## src/rtl/ex_hazard_ctrl_if.sv

```systemverilog
// Decode <-> EX hazard controller bundle: ID instruction fields and pc_select
// in, registered operand selects, stall/flush controls and perf counters out.
interface ex_hazard_ctrl_if #(
  parameter int REG_ADDR_W = 5,
  parameter int SEL_W      = 2
);
  logic                  id_valid;
  logic [REG_ADDR_W-1:0] id_rs1;
  logic [REG_ADDR_W-1:0] id_rs2;
  logic [REG_ADDR_W-1:0] id_rd;
  logic                  id_uses_rs1;
  logic                  id_uses_rs2;
  logic                  id_reg_write;
  logic                  id_mem_read;
  logic                  id_src1_pc;
  logic                  id_src2_imm;
  logic                  pc_select;
  logic [SEL_W-1:0]      data1_sel_ALU;
  logic [SEL_W-1:0]      data2_sel_ALU;
  logic [SEL_W-1:0]      data1_sel_BJ;
  logic [SEL_W-1:0]      data2_sel_BJ;
  logic                  pc_write_en;
  logic                  if_id_write_en;
  logic                  if_id_flush;
  logic                  id_ex_bubble;
  logic [31:0]           stall_count;
  logic [31:0]           flush_count;

  modport master (
    output id_valid, id_rs1, id_rs2, id_rd, id_uses_rs1, id_uses_rs2,
           id_reg_write, id_mem_read, id_src1_pc, id_src2_imm, pc_select,
    input  data1_sel_ALU, data2_sel_ALU, data1_sel_BJ, data2_sel_BJ,
           pc_write_en, if_id_write_en, if_id_flush, id_ex_bubble,
           stall_count, flush_count
  );

  modport slave (
    input  id_valid, id_rs1, id_rs2, id_rd, id_uses_rs1, id_uses_rs2,
           id_reg_write, id_mem_read, id_src1_pc, id_src2_imm, pc_select,
    output data1_sel_ALU, data2_sel_ALU, data1_sel_BJ, data2_sel_BJ,
           pc_write_en, if_id_write_en, if_id_flush, id_ex_bubble,
           stall_count, flush_count
  );
endinterface

```

## src/rtl/ex_hazard_ctrl.sv

```systemverilog
// EX-stage forwarding / load-use / flush controller with a 3-entry dest scoreboard.
// Optional perf counters enabled by defining HAZARD_PERF_CNT_EN.
module ex_hazard_ctrl #(
  parameter int REG_ADDR_W = 5,
  parameter int SEL_W      = 2
) (
  input  logic          clk,
  input  logic          rst,
  ex_hazard_ctrl_if.slave hz
);
  localparam int STAGES = 3;

  typedef struct packed {
    logic                  valid;
    logic [REG_ADDR_W-1:0] rd;
    logic                  reg_write;
    logic                  mem_read;
  } sb_entry_t;

  localparam logic [SEL_W-1:0] SEL_REG = SEL_W'(0);
  localparam logic [SEL_W-1:0] SEL_ALT = SEL_W'(1);
  localparam logic [SEL_W-1:0] SEL_WB  = SEL_W'(2);
  localparam logic [SEL_W-1:0] SEL_MEM = SEL_W'(3);

  // sb index 0 = EX, 1 = MEM, 2 = WB
  sb_entry_t [STAGES-1:0]  sb_q, sb_d;
  // sel index 0 = ALU1, 1 = ALU2, 2 = BJ1, 3 = BJ2
  logic [3:0][SEL_W-1:0]   sel_q, sel_d;

  logic m1_ex, m2_ex, m1_mem, m2_mem;
  logic load_use, stall, bubble;
  logic [SEL_W-1:0] f1, f2;

  function automatic logic match(sb_entry_t e, logic [REG_ADDR_W-1:0] src, logic uses);
    return e.valid && e.reg_write && (e.rd != '0) && (e.rd == src) && uses;
  endfunction

  always_comb begin
    m1_ex    = match(sb_q[0], hz.id_rs1, hz.id_uses_rs1);
    m2_ex    = match(sb_q[0], hz.id_rs2, hz.id_uses_rs2);
    m1_mem   = match(sb_q[1], hz.id_rs1, hz.id_uses_rs1);
    m2_mem   = match(sb_q[1], hz.id_rs2, hz.id_uses_rs2);
    load_use = hz.id_valid && sb_q[0].mem_read && (m1_ex || m2_ex);
    stall    = load_use && !hz.pc_select;
    bubble   = hz.pc_select || stall;
    // Youngest producer wins: EX entry moves to MEM next cycle, MEM to WB.
    f1 = m1_ex ? SEL_MEM : (m1_mem ? SEL_WB : SEL_REG);
    f2 = m2_ex ? SEL_MEM : (m2_mem ? SEL_WB : SEL_REG);
  end

  always_comb begin
    sb_d[0].valid     = hz.id_valid && !bubble;
    sb_d[0].rd        = hz.id_rd;
    sb_d[0].reg_write = hz.id_reg_write;
    sb_d[0].mem_read  = hz.id_mem_read;
    sb_d[1]           = sb_q[0];
    sb_d[2]           = sb_q[1];
    sel_d             = '0;
    if (hz.id_valid && !bubble) begin
      sel_d[0] = hz.id_src1_pc  ? SEL_ALT : f1;
      sel_d[1] = hz.id_src2_imm ? SEL_ALT : f2;
      sel_d[2] = f1;
      sel_d[3] = f2;
    end
  end

  always_ff @(posedge clk or posedge rst) begin
    if (rst) begin
      sb_q  <= '0;
      sel_q <= '0;
    end else begin
      sb_q  <= sb_d;
      sel_q <= sel_d;
    end
  end

  // WB entry exists only for occupancy tracking; keep the shift honest.
  sb_shift_a: assert property (@(posedge clk) disable iff (rst) sb_q[2] == $past(sb_q[1]));

  assign hz.data1_sel_ALU  = sel_q[0];
  assign hz.data2_sel_ALU  = sel_q[1];
  assign hz.data1_sel_BJ   = sel_q[2];
  assign hz.data2_sel_BJ   = sel_q[3];
  // Scoreboard clears asynchronously, so stall is already low while rst is high.
  assign hz.pc_write_en    = !stall;
  assign hz.if_id_write_en = !stall;
  assign hz.if_id_flush    = hz.pc_select && !rst;
  assign hz.id_ex_bubble   = bubble && !rst;

`ifdef HAZARD_PERF_CNT_EN
  logic [31:0] stall_cnt_q, stall_cnt_d, flush_cnt_q, flush_cnt_d;

  always_comb begin
    stall_cnt_d = stall_cnt_q + 32'(stall);
    flush_cnt_d = flush_cnt_q + 32'(hz.pc_select);
  end

  always_ff @(posedge clk or posedge rst) begin
    if (rst) begin
      stall_cnt_q <= '0;
      flush_cnt_q <= '0;
    end else begin
      stall_cnt_q <= stall_cnt_d;
      flush_cnt_q <= flush_cnt_d;
    end
  end

  assign hz.stall_count = stall_cnt_q;
  assign hz.flush_count = flush_cnt_q;
`else
  assign hz.stall_count = '0;
  assign hz.flush_count = '0;
`endif
endmodule

```

## src/flat_wrapper.sv

```systemverilog
// flat-port wrapper written by rule: the top's interface ports become plain ports
module ex_hazard_ctrl_flat 
#(
  parameter int REG_ADDR_W = 5,
  parameter int SEL_W      = 2
)
  (clk, rst, hz_id_valid, hz_id_rs1, hz_id_rs2, hz_id_rd, hz_id_uses_rs1, hz_id_uses_rs2, hz_id_reg_write, hz_id_mem_read, hz_id_src1_pc, hz_id_src2_imm, hz_pc_select, hz_data1_sel_ALU, hz_data2_sel_ALU, hz_data1_sel_BJ, hz_data2_sel_BJ, hz_pc_write_en, hz_if_id_write_en, hz_if_id_flush, hz_id_ex_bubble, hz_stall_count, hz_flush_count);
  ex_hazard_ctrl_if #(.REG_ADDR_W(REG_ADDR_W), .SEL_W(SEL_W)) hz_i ();
  input  logic clk;
  input  logic rst;
  input wire logic [$bits(hz_i.id_valid)-1:0] hz_id_valid;
  input wire logic [$bits(hz_i.id_rs1)-1:0] hz_id_rs1;
  input wire logic [$bits(hz_i.id_rs2)-1:0] hz_id_rs2;
  input wire logic [$bits(hz_i.id_rd)-1:0] hz_id_rd;
  input wire logic [$bits(hz_i.id_uses_rs1)-1:0] hz_id_uses_rs1;
  input wire logic [$bits(hz_i.id_uses_rs2)-1:0] hz_id_uses_rs2;
  input wire logic [$bits(hz_i.id_reg_write)-1:0] hz_id_reg_write;
  input wire logic [$bits(hz_i.id_mem_read)-1:0] hz_id_mem_read;
  input wire logic [$bits(hz_i.id_src1_pc)-1:0] hz_id_src1_pc;
  input wire logic [$bits(hz_i.id_src2_imm)-1:0] hz_id_src2_imm;
  input wire logic [$bits(hz_i.pc_select)-1:0] hz_pc_select;
  output wire logic [$bits(hz_i.data1_sel_ALU)-1:0] hz_data1_sel_ALU;
  output wire logic [$bits(hz_i.data2_sel_ALU)-1:0] hz_data2_sel_ALU;
  output wire logic [$bits(hz_i.data1_sel_BJ)-1:0] hz_data1_sel_BJ;
  output wire logic [$bits(hz_i.data2_sel_BJ)-1:0] hz_data2_sel_BJ;
  output wire logic [$bits(hz_i.pc_write_en)-1:0] hz_pc_write_en;
  output wire logic [$bits(hz_i.if_id_write_en)-1:0] hz_if_id_write_en;
  output wire logic [$bits(hz_i.if_id_flush)-1:0] hz_if_id_flush;
  output wire logic [$bits(hz_i.id_ex_bubble)-1:0] hz_id_ex_bubble;
  output wire logic [$bits(hz_i.stall_count)-1:0] hz_stall_count;
  output wire logic [$bits(hz_i.flush_count)-1:0] hz_flush_count;
  assign hz_i.id_valid = hz_id_valid;
  assign hz_i.id_rs1 = hz_id_rs1;
  assign hz_i.id_rs2 = hz_id_rs2;
  assign hz_i.id_rd = hz_id_rd;
  assign hz_i.id_uses_rs1 = hz_id_uses_rs1;
  assign hz_i.id_uses_rs2 = hz_id_uses_rs2;
  assign hz_i.id_reg_write = hz_id_reg_write;
  assign hz_i.id_mem_read = hz_id_mem_read;
  assign hz_i.id_src1_pc = hz_id_src1_pc;
  assign hz_i.id_src2_imm = hz_id_src2_imm;
  assign hz_i.pc_select = hz_pc_select;
  assign hz_data1_sel_ALU = hz_i.data1_sel_ALU;
  assign hz_data2_sel_ALU = hz_i.data2_sel_ALU;
  assign hz_data1_sel_BJ = hz_i.data1_sel_BJ;
  assign hz_data2_sel_BJ = hz_i.data2_sel_BJ;
  assign hz_pc_write_en = hz_i.pc_write_en;
  assign hz_if_id_write_en = hz_i.if_id_write_en;
  assign hz_if_id_flush = hz_i.if_id_flush;
  assign hz_id_ex_bubble = hz_i.id_ex_bubble;
  assign hz_stall_count = hz_i.stall_count;
  assign hz_flush_count = hz_i.flush_count;
  ex_hazard_ctrl #(.REG_ADDR_W(REG_ADDR_W), .SEL_W(SEL_W)) u_core (.clk(clk), .rst(rst), .hz(hz_i));
endmodule
```

## config.mk

```make
export PLATFORM = sky130hd
export DESIGN_NAME = ex_hazard_ctrl_flat
export DESIGN_NICKNAME = d
export VERILOG_FILES = /design/src/rtl/ex_hazard_ctrl_if.sv /design/src/rtl/ex_hazard_ctrl.sv /design/src/flat_wrapper.sv
export SDC_FILE = /design/constraint.sdc
export NUM_CORES = 1
export LEC_CHECK = 0
export ABC_AREA = 1
export CORE_ASPECT_RATIO = 1.1
export CORE_UTILIZATION = 37
export CTS_CLUSTER_SIZE = 12
export DETAILED_ROUTE_END_ITERATION = 16
export PLACE_DENSITY = 0.91
export SKIP_CTS_REPAIR_TIMING = 1
export SYNTH_ARGS = -nofsm -noshare
export SYNTH_HDL_FRONTEND = slang
export SYNTH_SLANG_ARGS = --single-unit
```

## constraint.sdc

```tcl
create_clock -name clk -period 1.8 [get_ports clk]
set_clock_uncertainty 0.05 [all_clocks]
set_input_delay 0.27 -clock clk [delete_from_list [all_inputs] [get_ports clk]]
set_output_delay 0.27 -clock clk [all_outputs]
set_load 0.05 [all_outputs]
```

# [Yosys cells after proc, flatten, opt, wreduce, memory -nomap -nowiden]
# Cells that the tools add are included.
[word_totals] ff_bits=23 in_bits=25 elab_cells=48
[op_classes] n_eq_ne=4 mux=7 n_reduce_logical=26
[op_table] operator="$eq A5 B5 Y1" count=4
[op_table] operator="$logic_and A1 B1 Y1" count=18
[op_table] operator="$mux W2" count=6
[op_table] operator="$reduce_bool A5 Y1" count=2
[op_table] operator="$mux W8" count=1
[op_table] operator="$logic_not A1 Y1" count=4
[op_table] operator="$logic_or A1 B1 Y1" count=2

# [Depth between registers and ports, before layout]
# Gate-level depths: netlist of the first run.
[depth] ltp_word=11 depth_mapped=10 depth_no_buf=10

# [Worst setup path before layout of the first run]
# OpenSTA, ideal clock, no wires.
[synth_timing] path_kind="reg-to-output" start="reg u_core.sb_q, in the netlist u_core.sb_d[13]" end="out hz_id_ex_bubble" arrival_time_ns=1.696 t_required_ns=1.480 setup_slack_ns=-0.216 path_stages_with_launch=8 path_buffers=0 cell_sequence="dfrtp_1 -> inv_1 -> o21ai_1 -> nor2_1 -> nand3_2 -> nand2_2 -> nand2_2 -> a21oi_1"
[synth_via] elab_chain_len=9 elab_cells_between_ends=13 cone_classes="2 x eq/ne; 11 x reduce/logical"
[synth_lines] element="from (decl)" line="ex_hazard_ctrl.sv:26" rtl="sb_entry_t [STAGES-1:0] sb_q, sb_d;"
[synth_lines] element="from (signal assigned)" line="ex_hazard_ctrl.sv:69" rtl="sb_q <= '0;"
[synth_lines] element="from (signal assigned)" line="ex_hazard_ctrl.sv:72" rtl="sb_q <= sb_d;"
[synth_lines] element="$reduce_bool A5 Y1" line="ex_hazard_ctrl.sv:35" rtl="return e.valid && e.reg_write && (e.rd != '0) && (e.rd == src) && uses;"
[synth_lines] element="$logic_and A1 B1 Y1 (3 in series)" line="ex_hazard_ctrl.sv:35"
[synth_lines] element="$logic_or A1 B1 Y1 (*)" line="ex_hazard_ctrl.sv:43" rtl="load_use = hz.id_valid && sb_q[0].mem_read && (m1_ex || m2_ex);"
[synth_lines] element="$logic_and A1 B1 Y1 (*)" line="ex_hazard_ctrl.sv:43"
[synth_lines] element="$logic_and A1 B1 Y1 (*)" line="ex_hazard_ctrl.sv:44" rtl="stall = load_use && !hz.pc_select;"
[synth_lines] element="$logic_or A1 B1 Y1 (*)" line="ex_hazard_ctrl.sv:45" rtl="bubble = hz.pc_select || stall;"
[synth_lines] element="$logic_and A1 B1 Y1 (*)" line="ex_hazard_ctrl.sv:88" rtl="assign hz.id_ex_bubble = bubble && !rst;"
[synth_lines] element="to (decl)" line="flat_wrapper.sv:29" rtl="output wire logic [$bits(hz_i.id_ex_bubble)-1:0] hz_id_ex_bubble;"
# Mark *: on every way between the ends. The rest lies on a longest branch, timed or not.

# [Final worst setup path of the first run]
[layout_timing] start="in hz_id_uses_rs2" end="out hz_id_ex_bubble"
[layout_via] elab_chain_len=6
[layout_lines] element="from (decl)" line="flat_wrapper.sv:16" rtl="input wire logic [$bits(hz_i.id_uses_rs2)-1:0] hz_id_uses_rs2;"
[layout_lines] element="$logic_and A1 B1 Y1" line="ex_hazard_ctrl.sv:35"
[layout_lines] element="$logic_or A1 B1 Y1" line="ex_hazard_ctrl.sv:43"
[layout_lines] element="$logic_and A1 B1 Y1" line="ex_hazard_ctrl.sv:43"
[layout_lines] element="$logic_and A1 B1 Y1" line="ex_hazard_ctrl.sv:44"
[layout_lines] element="$logic_or A1 B1 Y1" line="ex_hazard_ctrl.sv:45"
[layout_lines] element="$logic_and A1 B1 Y1" line="ex_hazard_ctrl.sv:88"
# Every way passes these cells.

==> results of run 1 <==
-- metrics by stage --
step	hold slack, ns	util, %	TNS (ns)	setup WS (ns)	cell area [sq um]
final	0.328	47.1	-0.439	-0.171	2020
after global routing	0.346	47.1	-0.718	-0.267	2020
after CTS	0.328	45.8	-0.636	-0.222	1960
after detailed placement	0.310	44.8	-0.835	-0.207	1920
after global placement	0.310	44.8	-0.711	-0.205	1920
after floorplan	0.222	-	0	0.0400	1900
-- worst reg2reg max path, cell delays in order (launching register included) --
cell and delay, ns:
dfrtp_2 0.45, nor2_1 0.12, nand3_1 0.09, nand2_1 0.06, inv_1 0.06, nand3_1 0.10, nand2_2 0.07, nand2_2 0.09
buf_4 0.13, nand3_4 0.10, nor2_1 0.12
-- layer usage --
| metal | wire length, um | vias up |
|---|---|---|
| li1 | - | 634 |
| met1 | 1090 | 569 |
| met2 | 1530 | 79 |
| met3 | 224 | 0 |
| met4 | 0 | 0 |
| met5 | 0 | - |
-- placed cells by master (no fill, tap or decap), types with 3 or more instances in the layout --
master            n
clkdlybuf4s50_1  16
nand2_2           4
inv_2             5
nor2_1           18
conb_1           64
dlymetal6s2s_1    9
clkbuf_8          3
a21oi_1           3
nand2_1          45
dfrtp_1          21
buf_4            19
o21ai_0           4
nand3_1           6
inv_1            28
nand4_1           6
-- report_power, final --
| group | internal [W] | switching, W | leakage (nW) |
|---|---|---|---|
| Sequential | 0.000536 | 0.0000150 | 0.286 |
| Clock | 0.000158 | 0.000157 | 0.0228 |
| Combinational | 0.0000995 | 0.000397 | 0.904 |
-- cell type report --
cell class	instances	area [sq um]	area share, %
Timing Repair Buffer	48	478	23.7
Inverter	33	124	6.14
Tap cell	54	67.6	3.35
Sequential cell	23	578	28.7
Multi-Input combinational cell	163	724	35.9
Clock buffer	4	45.0	2.23
-- registers in the layout (all words and copies together), names as in the netlist --
signal / flops
u_core.hz.data1_sel_BJ: 2
u_core.hz.data2_sel_ALU: 2
u_core.hz.data1_sel_ALU: 2
u_core.hz.data2_sel_BJ: 2
u_core.sb_d: 15
-- worst paths after layout --
check / slack, ns / end / cells past startpoint / startpoint
setup / recovery: -0.17 / hz_id_ex_bubble / 9 / hz_id_uses_rs2
hold reg to reg: 0.33 / u_core.sb_d[17]$_DFF_PP0_ / 0 / u_core.sb_d[9]$_DFF_PP0_
max in group asynchronous: 1.03 / u_core.sb_d[11]$_DFF_PP0_ / 3 / rst
hold / removal: 0.33 / u_core.sb_d[17]$_DFF_PP0_ / 0 / u_core.sb_d[9]$_DFF_PP0_
min in group asynchronous: 0.42 / u_core.sb_d[23]$_DFF_PP0_ / 3 / rst
setup reg to reg: 0.29 / u_core.hz.data1_sel_ALU[0]$_DFF_PP0_ / 10 / u_core.sb_d[12]$_DFF_PP0_
-- logic make-up after synthesis --
logic type,count (synthesis)
buf+inv,98
simple gates,87
flops,23
compound gates,11
xor+xnor,1
other cells,1
==> flow_summary.json, run 1 <==
{
  "dp.cells": 320,
  "final-hold-violation-count": 0,
  "synthMuxAreaShare_pct": 0,
  "cp.required_ns": 1.48,
  "maxCapViolCount": 0,
  "timing_worst_setup_path_type": "input pin to primary output",
  "gp_congestion": 0.928,
  "grt_antenna_before_repair": 0,
  "h-tree-depth": 1,
  "yosys_register_bits": 23,
  "die_h_um": 72.1,
  "cts_tree": "built",
  "die_x_um": 65.7,
  "ys.flop_type": "dfrtp_1",
  "drt-total-wl_mm": 2.84,
  "synth_xor_xnor_area_share_pct": 0.530,
  "clk_path_buf_depth": 2,
  "synth_common_cells": "buf_4 (65), nand2_1 (46), inv_1 (32)",
  "ir_drop_uv": 445,
  "drtIter0Drc": 16,
  "synthTopCellsByArea": "dfrtp_1 (35%), buf_4 (30%), nand2_1 (10%)",
  "fill_cells": 410,
  "nets": 297,
  "netlist_area_sq_um": 1650,
  "wl_per_cell_um": 8.74,
  "cp_common_cell": "nand2_2",
  "use_met1_pct": 13.7,
  "synth_fa_ha_area_share_pct": 0,
  "clkLatencyLatePin_ns": 0.26,
  "setup_viol": 3,
  "ios": 101,
  "worstPathArrival_ns": 1.65,
  "leakagePower_nw": 1.21,
  "syn_area_per_cell_sq_um": 7.48,
  "grt_max_degree": 24,
  "busiest_layer": "met2",
  "rows": 25,
  "crit_buf_inv": 2,
  "post-route-drc-count": 0,
  "synth-edff-count": 0,
  "synth_compound_area_share_pct": 3.71,
  "synth_top_family_by_area": "buffers and inverters",
  "synth_cells": 221,
  "power.density_nw_per_um2": 675,
  "cts_made_buffers": 3,
  "clk_pin_slew_ns": 0.08,
  "synth-simple-area-share_pct": 23.7,
  "grt_use_met2_pct": 22.7,
  "min_period_ns": 1.97,
  "hpwl_mm": 2.33,
  "ant_nets": 0,
  "power.total_w": 0.00136,
  "ys_warn_count": 0,
  "rsz0062_at_grt": "yes",
  "slowest_delay_ns": 0.48,
  "synth_top_cell_by_area": "dfrtp_1",
  "io_buffers": 36,
  "cpLargestDelayFamily": "buffers and inverters",
  "async_flop_share_pct": 100,
  "fin_cells": 325,
  "violations": "setup timing",
  "fin_ws_ns": -0.171,
  "status": "complete, but fails checks",
  "cp_max_fo": 2,
  "startpoint_type": "input pin",
  "core_area_sq_um": 4290,
  "cp_cell_sequence": "clkdlybuf4s50_1 > a21boi_2 > nand2_1 > nor2_2 > nand3_2 > nand2_2 > nand2_2 > a21oi_4 > buf_12",
  "final_max_slew_viol_count": 0,
  "diodes": 0,
  "synthToLayoutAreaGrowth_pct": 22.0,
  "end_kind": "primary output",
  "grt_pass1_wl_mm": 4.50,
  "grt_util_met3_pct": 2.36,
  "layout-drive-gt1-share_pct": 17.0,
  "dr.pass1.iters": 4,
  "vias": 1282,
  "die-area_sq_um": 4740,
  "period_share_pct": 110,
  "start_util_pct": 38.6,
  "synth_cell_types": 21,
  "synth_top_area_share_pct": 34.8,
  "grt_use_total_pct": 12.1,
  "avgViaCountPerCell": 3.94,
  "gr-total-overflow": 0,
  "grt_pass1_vias": 1091,
  "crit_slowest_cell": "clkdlybuf4s50_1",
  "max_freq_ghz": 0.507,
  "root_buffer": "clkbuf_8",
  "synth.most_common_cell": "buf_4",
  "hold_class": "flop to flop",
  "clock-sinks": 23,
  "ys_seq_area_share_pct": 34.8
}
Power figures use the tool's default switching activity.
==> run 2, diff against run 1 <==
--- a/config.mk
+++ b/config.mk
@@ -6,11 +6,14 @@
 export NUM_CORES = 1
 export LEC_CHECK = 0
 export ABC_AREA = 1
+export ABC_CLOCK_PERIOD_IN_PS = 1800
 export CORE_ASPECT_RATIO = 1.1
-export CORE_UTILIZATION = 37
+export CORE_UTILIZATION = 38
+export CTS_BUF_LIST = sky130_fd_sc_hd__clkbuf_8
 export CTS_CLUSTER_SIZE = 12
 export DETAILED_ROUTE_END_ITERATION = 16
-export PLACE_DENSITY = 0.91
+export MAX_ROUTING_LAYER = met4
+export PLACE_DENSITY = 0.93
 export SKIP_CTS_REPAIR_TIMING = 1
 export SYNTH_ARGS = -nofsm -noshare
 export SYNTH_HDL_FRONTEND = slang
==> flow_summary.json, run 2 (synthesis gave the netlist of run 1 again) <==
{
  "placed_cell_area_sq_um": 1950,
  "root_buffer": "clkbuf_8",
  "post-route-drc-count": 0,
  "core_area_sq_um": 4050,
  "max_freq_ghz": 0.500,
  "grt_pass1_vias": 1125,
  "tns_ns": -0.542,
  "drtIter0Drc": 37,
  "hold_class": "flop to flop",
  "period_share_pct": 111,
  "layout-drive-gt1-share_pct": 13.9,
  "ant_nets": 0,
  "grt_antenna_before_repair": 0,
  "worstPathArrival_ns": 1.68,
  "timing_worst_setup_path_type": "input pin to primary output",
  "power.density_nw_per_um2": 671,
  "avgViaCountPerCell": 4.08,
  "cp_max_fo": 3,
  "crit_buf_inv": 3,
  "final_max_slew_viol_count": 0,
  "clk_pin_slew_ns": 0.08,
  "grt_util_met3_pct": 2.90,
  "cts_tree": "built",
  "start_util_pct": 40.8,
  "nets": 300,
  "dr.pass1.iters": 4,
  "clk_path_buf_depth": 2,
  "min_period_ns": 2.00,
  "gp_congestion": 0.866,
  "cpLargestDelayFamily": "buffers and inverters",
  "vias": 1329,
  "final_cell_mix": "conb_1 (64), nand2_1 (46), inv_1 (31)",
  "max_slew.worst_pin.slew_ns": 0.503,
  "diodes": 0,
  "startpoint_type": "input pin",
  "use_met1_pct": 13.4,
  "layout.cells.most_common": "conb_1",
  "gr-total-overflow": 0,
  "io_buffers": 36,
  "cp.required_ns": 1.48,
  "hpwl_mm": 2.51,
  "crit_slowest_cell": "clkdlybuf4s50_1",
  "h-tree-depth": 1,
  "maxCapViolCount": 0,
  "fin_area_sq_um": 2030,
  "busiest_layer": "met2",
  "cts_made_buffers": 3,
  "largest_reg_flops": 15,
  "clock-sinks": 23,
  "grt_use_total_pct": 12.8,
  "violations": "setup timing",
  "fin_cells": 326,
  "power.total_w": 0.00136,
  "slowest_delay_ns": 0.50,
  "die_x_um": 64.9,
  "setup_viol": 3,
  "grt_max_degree": 24,
  "leakagePower_nw": 1.19,
  "drt-total-wl_mm": 2.99,
  "ios": 101,
  "die_h_um": 71.2,
  "final-hold-violation-count": 0,
  "ir_drop_uv": 687,
  "post-route-util_pct": 50.1,
  "clkLatencyLatePin_ns": 0.26,
  "max_slew_margin_pct": 66.3,
  "dp.cells": 321,
  "wl_per_cell_um": 9.18,
  "regToRegSetupSlack_ns": 0.30,
  "status": "complete, but fails checks",
  "grt_use_met2_pct": 24.4,
  "die-area_sq_um": 4620,
  "grt_pass1_wl_mm": 4.55,
  "cp_cell_sequence": "clkdlybuf4s50_1 > inv_1 > nand2_1 > nand3_2 > nor2_2 > nand3_2 > nand2_2 > nand2_2 > a21oi_2 > buf_12",
  "rsz0062_at_grt": "yes",
  "end_kind": "primary output",
  "rows": 24,
  "synthToLayoutAreaGrowth_pct": 22.9,
  "fin_ws_ns": -0.201
}
-- run 2: power by group --
group | leakage, nW | switching [W] | internal (W)
clock network | 0.0255 | 0.000155 | 0.000154
logic | 0.875 | 0.000399 | 0.000105
registers | 0.288 | 0.0000144 | 0.000535
total | 1.19 | 0.000568 | 0.000794
-- run 2: through the flow --
stage,setup slack [ns],hold slack [ns]
2_1_floorplan,0.0400,0.222
3_3_place_gp,-0.188,0.307
3_5_place_dp,-0.219,0.310
4_1_cts,-0.225,0.329
5_1_grt,-0.293,0.340
6_report,-0.201,0.330
-- run 2: final timing paths --
check	cells after the start	end	from
worst min register to register	0	u_core.sb_d[17]$_DFF_PP0_	u_core.sb_d[9]$_DFF_PP0_
worst max-delay path	10	hz_id_ex_bubble	hz_id_rs2[1]
max in group asynchronous	3	u_core.sb_d[21]$_DFF_PP0_	rst
worst max register to register	10	u_core.hz.data1_sel_ALU[1]$_DFF_PP0_	u_core.sb_d[13]$_DFF_PP0_
worst min-delay path	0	u_core.sb_d[17]$_DFF_PP0_	u_core.sb_d[9]$_DFF_PP0_
min in group asynchronous	3	u_core.hz.data2_sel_BJ[0]$_DFF_PP0_	rst
-- run 2: layout make-up --
type / count / area, sq um
tap: 52 / 65.1
multi-input combinational: 163 / 716
sequential: 23 / 576
clock buffer: 3 / 41.3
clock inverter: 1 / 5.00
inverter: 33 / 124
timing repair buffer: 51 / 505
fill: 392 / 2020
-- run 2: layer usage --
| layer | up-vias | share of wire, % |
|---|---|---|
| met5 | - | 0 |
| li1 | 643 | - |
| met4 | 0 | 0.47 |
| met2 | 81 | 56 |
| met3 | 2 | 7.7 |
| met1 | 603 | 36 |
==> run 3, diff against run 2 <==
--- a/config.mk
+++ b/config.mk
@@ -8,12 +8,12 @@
 export ABC_AREA = 1
 export ABC_CLOCK_PERIOD_IN_PS = 1800
 export CORE_ASPECT_RATIO = 1.1
-export CORE_UTILIZATION = 38
+export CORE_UTILIZATION = 25
 export CTS_BUF_LIST = sky130_fd_sc_hd__clkbuf_8
 export CTS_CLUSTER_SIZE = 12
 export DETAILED_ROUTE_END_ITERATION = 16
 export MAX_ROUTING_LAYER = met4
-export PLACE_DENSITY = 0.93
+export PLACE_DENSITY = 0.69
 export SKIP_CTS_REPAIR_TIMING = 1
 export SYNTH_ARGS = -nofsm -noshare
 export SYNTH_HDL_FRONTEND = slang
==> flow_summary.json, run 3 (synthesis gave the netlist of run 1 again) <==
{
  "post-route-util_pct": 33.7,
  "grt_util_met3_pct": 1.57,
  "clkLatencyLatePin_ns": 0.26,
  "busiest_layer": "met2",
  "dp.cells": 351,
  "final_max_slew_viol_count": 0,
  "grt_pass1_wl_mm": 5.16,
  "max_slew_margin_pct": 66.4,
  "grt_use_met2_pct": 19.0,
  "wl_per_cell_um": 9.00,
  "layout.cells.most_common": "conb_1",
  "fin_ws_ns": -0.177,
  "die_x_um": 79.5,
  "cp_max_fo": 5,
  "timing_worst_setup_path_type": "flop to primary output",
  "tns_ns": -0.528,
  "grt_antenna_before_repair": 0,
  "hold_class": "flop to flop",
  "synthToLayoutAreaGrowth_pct": 27.9,
  "ir_drop_uv": 522,
  "vias": 1297,
  "rsz0062_at_grt": "yes",
  "ios": 101,
  "start_util_pct": 26.4,
  "placed_cell_area_sq_um": 2000,
  "status": "complete, but fails checks",
  "core_area_sq_um": 6270,
  "pwr-share-seq_pct": 40.2,
  "worstHoldPathCells": 0,
  "gp_congestion": 0.916,
  "r2r_end": "u_core.hz.data1_sel_BJ[0]$_DFF_PP0_",
  "dr.pass1.iters": 4,
  "cp.required_ns": 1.48,
  "min_period_ns": 1.98,
  "final-hold-violation-count": 0,
  "leakagePower_nw": 1.24,
  "violations": "setup timing",
  "fill_cells": 643,
  "die_h_um": 87.3,
  "gr-total-overflow": 0,
  "hpwl_mm": 2.80,
  "hold_start": "u_core.sb_d[15]$_DFF_PP0_",
  "layout-drive-gt1-share_pct": 17.0,
  "cts_tree": "built",
  "maxCapViolCount": 0,
  "r2r-start": "u_core.sb_d[12]$_DFF_PP0_",
  "avgViaCountPerCell": 3.64,
  "swShare_pct": 41.9,
  "fin_cells": 356,
  "largest_reg_flops": 15,
  "regToRegSetupSlack_ns": 0.27,
  "setup_viol": 3,
  "die-area_sq_um": 6940,
  "p_comb_share_pct": 37.2,
  "clk_path_buf_depth": 2,
  "drtIter0Drc": 30,
  "grt_pass1_vias": 1215,
  "period_share_pct": 110,
  "root_buffer": "clkbuf_8",
  "clk_pin_slew_ns": 0.08,
  "use_met1_pct": 10.3,
  "diodes": 0,
  "p_int_w": 0.000796,
  "drt-total-wl_mm": 3.20,
  "grt_use_total_pct": 9.84,
  "grt_max_degree": 24,
  "clock-sinks": 23,
  "max_slew.worst_pin.slew_ns": 0.502,
  "p_sw_w": 0.000575,
  "io_buffers": 36,
  "power.total_w": 0.00137,
  "nets": 302,
  "clkPwrFrac_pct": 22.7,
  "worstPathArrival_ns": 1.66,
  "final_cell_mix": "conb_1 (64), nand2_1 (44), inv_1 (30)",
  "min_to": "u_core.sb_d[23]$_DFF_PP0_",
  "max_freq_ghz": 0.506,
  "reg2regPathDepth": 8,
  "h-tree-depth": 1,
  "end_kind": "primary output",
  "cts_made_buffers": 3,
  "post-route-drc-count": 0,
  "startpoint_type": "flop",
  "rows": 30,
  "ant_nets": 0,
  "power.density_nw_per_um2": 649,
  "fin_area_sq_um": 2110
}
run 3: critical path, stage by stage (launching register included):
cell	delay (ns)
dfrtp_1	0.45
xor2_1	0.18
nor2_1	0.17
nand3_2	0.11
nand2_2	0.12
nand2_4	0.07
a21oi_4	0.16
buf_12	0.15
run 3: worst max path at each step:
stage                                   start         endpoint  slack [ns]  cells past startpoint
floorplan           u_core.sb_d[13]$_DFF_PP0_  hz_id_ex_bubble        0.04                      7
global placement                 hz_id_rs1[0]  hz_id_ex_bubble       -0.21                     10
detailed placement               hz_id_rs1[0]  hz_id_ex_bubble       -0.23                     10
CTS                              hz_id_rs1[0]  hz_id_ex_bubble       -0.23                     10
global route        u_core.sb_d[14]$_DFF_PP0_  hz_id_ex_bubble       -0.30                     10
finish              u_core.sb_d[12]$_DFF_PP0_  hz_id_ex_bubble       -0.18                      7
run 3: area by class of cell:
type	count	area [sq um]	share of cell area, %
well taps	80	100	4.74
inverters	33	124	5.86
multi-input cells	163	739	35.0
clock buffers	3	41.3	1.95
repair buffers	53	528	25.0
clock inverters	1	3.75	0.178
flip-flops and latches	23	577	27.3
run 3: layer usage:
layer | routed length (um) | up-vias
met5 | 0 | -
met4 | 29 | 0
met3 | 157 | 2
met2 | 1830 | 66
met1 | 1180 | 583
li1 | - | 646
run 3: power by group through the flow:
| stage | Combinational, W | Clock (W) | Sequential [W] |
|---|---|---|---|
| 2_1_floorplan | 0.000488 | 0 | 0.000563 |
| 3_3_place_gp | 0.000503 | 0 | 0.000559 |
| 3_5_place_dp | 0.000505 | 0 | 0.000560 |
| 4_1_cts | 0.000506 | 0.000323 | 0.000550 |
| 5_1_grt | 0.000546 | 0.000366 | 0.000553 |
| 6_report | 0.000509 | 0.000311 | 0.000551 |
run 3: metrics by stage:
step	setup WS [ns]	hold WS (ns)
after floorplan	0.0400	0.222
after CTS	-0.233	0.338
after detailed placement	-0.230	0.317
after global routing	-0.301	0.348
after global placement	-0.207	0.307
final	-0.177	0.334
